$ cat src/rtl/load_store_unit.sv
// load_store_unit: memory-access stage running one valid/ready data-memory transaction per load/store
module load_store_unit #(
    parameter int TIMEOUT = 255
) (
    input  logic        clock,
    input  logic        reset,
    input  logic        mem_read,
    input  logic        mem_write,
    input  logic [2:0]  funct3,
    input  logic [31:0] address,
    input  logic [31:0] store_data,
    output logic        dmem_req_valid,
    input  logic        dmem_req_ready,
    output logic        dmem_we,
    output logic [31:0] dmem_addr,
    output logic [31:0] dmem_wdata,
    output logic [3:0]  dmem_be,
    input  logic        dmem_rsp_valid,
    input  logic [31:0] dmem_rsp_data,
    output logic [31:0] load_data,
    output logic        done,
    output logic        stall,
    output logic        misaligned,
    output logic        bus_error
);
    localparam int CW = $clog2(TIMEOUT);
    localparam logic [CW-1:0] LAST = CW'(TIMEOUT - 1);
    typedef enum logic [1:0] {IDLE, REQ, WAIT} state_t;
    state_t state;
    logic [CW-1:0] cnt;
    logic [2:0] f3_q;
    logic [1:0] a_q;
    logic req, f3_ok, aligned;
    logic [3:0] be_in;
    logic [31:0] wdata_in, b_word, h_word, ext;
    always_comb begin
        req = mem_read | mem_write;
        f3_ok = (funct3 == 3'b000) || (funct3 == 3'b001) || (funct3 == 3'b010) ||
                (!mem_write && ((funct3 == 3'b100) || (funct3 == 3'b101)));
        aligned = (funct3[1:0] == 2'b01) ? !address[0] :
                  (funct3[1:0] == 2'b10) ? (address[1:0] == 2'b00) : 1'b1;
        be_in = (funct3[1:0] == 2'b00) ? 4'b0001 << address[1:0] :
                (funct3[1:0] == 2'b01) ? 4'b0011 << address[1:0] : 4'hF;
        wdata_in = (funct3[1:0] == 2'b00) ? {4{store_data[7:0]}} :
                   (funct3[1:0] == 2'b01) ? {2{store_data[15:0]}} : store_data;
        stall = (state != IDLE) || (req && f3_ok);
        b_word = dmem_rsp_data >> {a_q, 3'b000};
        h_word = dmem_rsp_data >> {a_q[1], 4'b0000};
        ext = (f3_q == 3'b000) ? {{24{b_word[7]}}, b_word[7:0]} :
              (f3_q == 3'b100) ? {24'b0, b_word[7:0]} :
              (f3_q == 3'b001) ? {{16{h_word[15]}}, h_word[15:0]} :
              (f3_q == 3'b101) ? {16'b0, h_word[15:0]} : dmem_rsp_data;
    end
    always_ff @(posedge clock) begin
        if (reset) begin
            state <= IDLE;
            cnt <= '0;
            f3_q <= '0;
            a_q <= '0;
            dmem_req_valid <= 1'b0;
            dmem_we <= 1'b0;
            dmem_addr <= '0;
            dmem_wdata <= '0;
            dmem_be <= '0;
            load_data <= '0;
            done <= 1'b0;
            misaligned <= 1'b0;
            bus_error <= 1'b0;
        end else begin
            done <= 1'b0;
            misaligned <= 1'b0;
            bus_error <= 1'b0;
            case (state)
                IDLE: if (req) begin
                    if (f3_ok && aligned) begin
                        state <= REQ;
                        cnt <= '0;
                        f3_q <= funct3;
                        a_q <= address[1:0];
                        dmem_req_valid <= 1'b1;
                        dmem_we <= mem_write;
                        dmem_addr <= {address[31:2], 2'b00};
                        dmem_wdata <= wdata_in;
                        dmem_be <= be_in;
                    end else begin
                        done <= 1'b1;
                        misaligned <= 1'b1;
                    end
                end
                REQ: begin
                    cnt <= cnt + CW'(1);
                    if (cnt == LAST) begin
                        state <= IDLE;
                        dmem_req_valid <= 1'b0;
                        done <= 1'b1;
                        bus_error <= 1'b1;
                        load_data <= '0;
                    end else if (dmem_req_ready) begin
                        state <= WAIT;
                        dmem_req_valid <= 1'b0;
                    end
                end
                WAIT: begin
                    cnt <= cnt + CW'(1);
                    if (dmem_rsp_valid) begin
                        state <= IDLE;
                        done <= 1'b1;
                        if (!dmem_we) load_data <= ext;
                    end else if (cnt == LAST) begin
                        state <= IDLE;
                        done <= 1'b1;
                        bus_error <= 1'b1;
                        load_data <= '0;
                    end
                end
                default: state <= IDLE;
            endcase
        end
    end
endmodule
$ cat config.mk
export PLATFORM = sky130hd
export DESIGN_NAME = load_store_unit
export DESIGN_NICKNAME = d
export VERILOG_FILES = /design/src/rtl/load_store_unit.sv
export SDC_FILE = /design/constraint.sdc
export NUM_CORES = 1
export LEC_CHECK = 0
export BUFFER_PORTS_ARGS = -buffer_cell sky130_fd_sc_hd__buf_4
export CORE_MARGIN = 3
export CORE_UTILIZATION = 31
export DETAILED_ROUTE_END_ITERATION = 8
export GPL_ROUTABILITY_DRIVEN = 0
export PLACE_DENSITY = 0.52
export SYNTH_ARGS = -nofsm -noshare
export SYNTH_HDL_FRONTEND = slang
export SYNTH_SLANG_ARGS = --single-unit
$ cat constraint.sdc
create_clock -name clock -period 2.5 [get_ports clock]
set_input_delay 0.75 -clock clock [delete_from_list [all_inputs] [get_ports clock]]
set_output_delay 0.75 -clock clock [all_outputs]
set_load 0.01 [all_outputs]
==> results_dict.tcl <==
set metrics [dict create \
    outcome "complete, no violations" \
    setup-violations-final 0 \
    cp_cell_sequence "buf_4, nand2b_1, a21oi_1, nand2b_1, buf_4" \
    ff2ff_setup_slack_ns 0.42 \
    timing.rr.end "cnt[7]" \
    cts.htree.levels 4 \
    synth_cell_types 47 \
    tightest_slew_ns 0.607 \
    num_antenna_cells 0 \
    place_inst 1093 \
    cp-end-kind "primary output" \
    cp_max_fo 5 \
    final_cells 1125 \
    required_ns 1.75 \
    routed_wl_um 18100 \
    p_sw_w 0.00139 \
    drive_gt1_frac 0.314 \
    ir_drop_v 0.000469 \
    clock_latency_ns 0.41 \
    die-height_um 139 \
    p_seq_frac 0.378 \
    swShare 0.260 \
    grt_overflow 0 \
    cp_data_arrival_time_ns 1.48 \
    cts_root_buf "clkbuf_16" \
    grt_setup_unrepaired "false" \
    powerDensity_mw_per_mm2 671 \
    area_delta_synth_final_pct 44.2 \
    fin_skew_ns 0.00537 \
    cts_buffer_depth 2 \
    hold_path.startpoint "load_data[6]" \
    holdBufCountCts 0 \
    grt_pass1_wl_um 28600 \
    drt_iter0_drc 308 \
    grt_usage 0.182 \
    syn_area_mm2 0.00552 \
    netlist_top_cells_count "nand2_1, dfxtp_1, o21ai_0" \
    slowest_stage "nand2b_1" \
    grt_max_degree 51 \
    cp_slowest_stage_delay_ns 0.19 \
    ff2ff_path_depth 7 \
    io_buffers 208 \
    via_per_inst 5.07 \
    finalNetCount 1002 \
    relSlewSlack 0.594 \
    drcViolationCount 0 \
    cp-start-kind "input port" \
    syn_avg_cell_area_um2 8.03 \
    synth_top_area_cell "dfxtp_1" \
    final.min_clock_period_ns 2.23 \
    row_count 48 \
    synthCells 688 \
    cts_buffers 17 \
    die-area_mm2 0.0195 \
    coreArea_mm2 0.0174 \
    dp_hpwl_um 13300 \
    power_frac_comb 0.159 \
    ys.flop_type "dfxtp_1" \
    clockPowerShare 0.463 \
    ys_seq_elements 118 \
    clock-sinks 118 \
    synth.area.top_cells "dfxtp_1, nand2_1, o21ai_0" \
    avgRoutedWirePerCell_um 16.1 \
    whs_path_depth 2 \
    p_int_w 0.00396 \
    fmax_ghz 0.449 \
    maxSlewViolCount 0 \
    setup_tns_ns 0 \
    crit-reg2reg-launch "state[0]" \
    synth_edf_count 0 \
    ant_nets 0 \
    vias 5705 \
    cts.repair.resized 0 \
    ios 211 \
    postCtsSetupRepairBufs 0 \
    cap_violations 0 \
    post-route-period-util 0.891 \
    synth_top_area_share 0.428 \
    yosysSeqAreaShare 0.428 \
    cts_tree "done" \
    min_to "load_data[6]" \
    hold_path_class "flip-flop to flip-flop" \
    start_util 0.318 \
    yosys_warnings 0 \
    final_hold_viol_count 0 \
    p_leak_nw 3.43 \
    antenna_found_initial 0 \
    first_pass_iters 5 \
    path_class "input port to primary output" \
    die_w_um 139 \
    synth_most_common_cell "nand2_1" \
    clk_pin_slew_ns 0.05 \
    ys_async_sr_fraction 0 \
    critical-path-top-delay-family "simple AND/OR/NAND/NOR gates" \
    crit_buf_inv 2 \
    grt_pass1_vias 5611 \
]
-- flip-flops by register name, summed over array words and instances, names as in the netlist --
signal and flops:
dmem_addr 30, dmem_req_valid 1, state 2, bus_error 1, f3_q 3, dmem_we 1
dmem_be 4, a_q 2, misaligned 1, done 1, load_data 32, cnt 8
dmem_wdata 32
-- power groups by stage --
stage,combinational (W),sequential (W),clock [W]
detailed placement,0.000855,0.00206,0
global placement,0.000841,0.00205,0
CTS,0.000857,0.00202,0.00253
finish,0.000850,0.00202,0.00248
global route,0.000937,0.00203,0.00261
floorplan,0.000404,0.00208,0
-- worst register-to-register path, stage by stage (launching register included) --
cell,delay (ns)
dfxtp_1,0.39
inv_1,0.09
ha_1,0.32
inv_1,0.21
nand2_1,0.10
a21boi_2,0.23
or4_1,0.51
a21oi_1,0.17
-- cells in the final DEF (no fill, tap or decap), types with 16 or more instances in the layout --
cell       instances
o21ai_0           66
inv_1             23
nand2_1          160
a21oi_1           65
mux2i_1           17
clkbuf_16         17
a221oi_1          17
a22o_1            16
nor2_1            44
dfxtp_1          118
buf_4            231
-- routing by layer --
layer / track usage / vias up / share of wire
met5: 0 / - / 0
met3: 0.0725 / 23 / 0.11
met4: 0.0639 / 0 / 0.016
met1: 0.221 / 2654 / 0.42
met2: 0.293 / 235 / 0.46
li1: - / 2793 / -
-- cell type report --
cell class	instances	area, um2
fill	1759	9390
timing repair buffer	234	1790
clock buffer	20	447
clock inverter	12	154
inverter	23	86.3
tap	225	282
multi-input combinational	493	2840
sequential	118	2360
-- metrics by stage --
step | hold slack [ns] | instance area (um2) | utilization | setup WS (ns) | total power (W)
after global placement | 0.433 | 7360 | 0.424 | 0.104 | 0.00290
after detailed placement | 0.439 | 7360 | 0.424 | 0.0175 | 0.00291
after CTS | 0.448 | 7960 | 0.459 | 0.242 | 0.00541
after global routing | 0.466 | 7960 | 0.459 | 0.169 | 0.00558
after floorplan | 0.452 | 5530 | - | 0.243 | 0.00249
final | 0.444 | 7960 | 0.459 | 0.273 | 0.00535
-- cells by family after synthesis --
logic type / after synthesis / synth area share
other cells: 1 / 0.000679
simple gates: 249 / 0.191
flops: 118 / 0.428
mux: 26 / 0.0634
compound gates: 206 / 0.233
fa+ha+maj: 10 / 0.0227
buf+inv: 78 / 0.0621
-- how the worst max path moves through the flow --
stage / from / to / cells after the start
4_1_cts: state[1] / stall / 4
2_1_floorplan: funct3[1] / stall / 4
3_5_place_dp: address[0] / cnt[7] / 8
5_1_grt: state[1] / stall / 4
3_3_place_gp: address[0] / dmem_addr[6] / 10
6_report: mem_write / stall / 5
(Power assumes the default switching activity.)
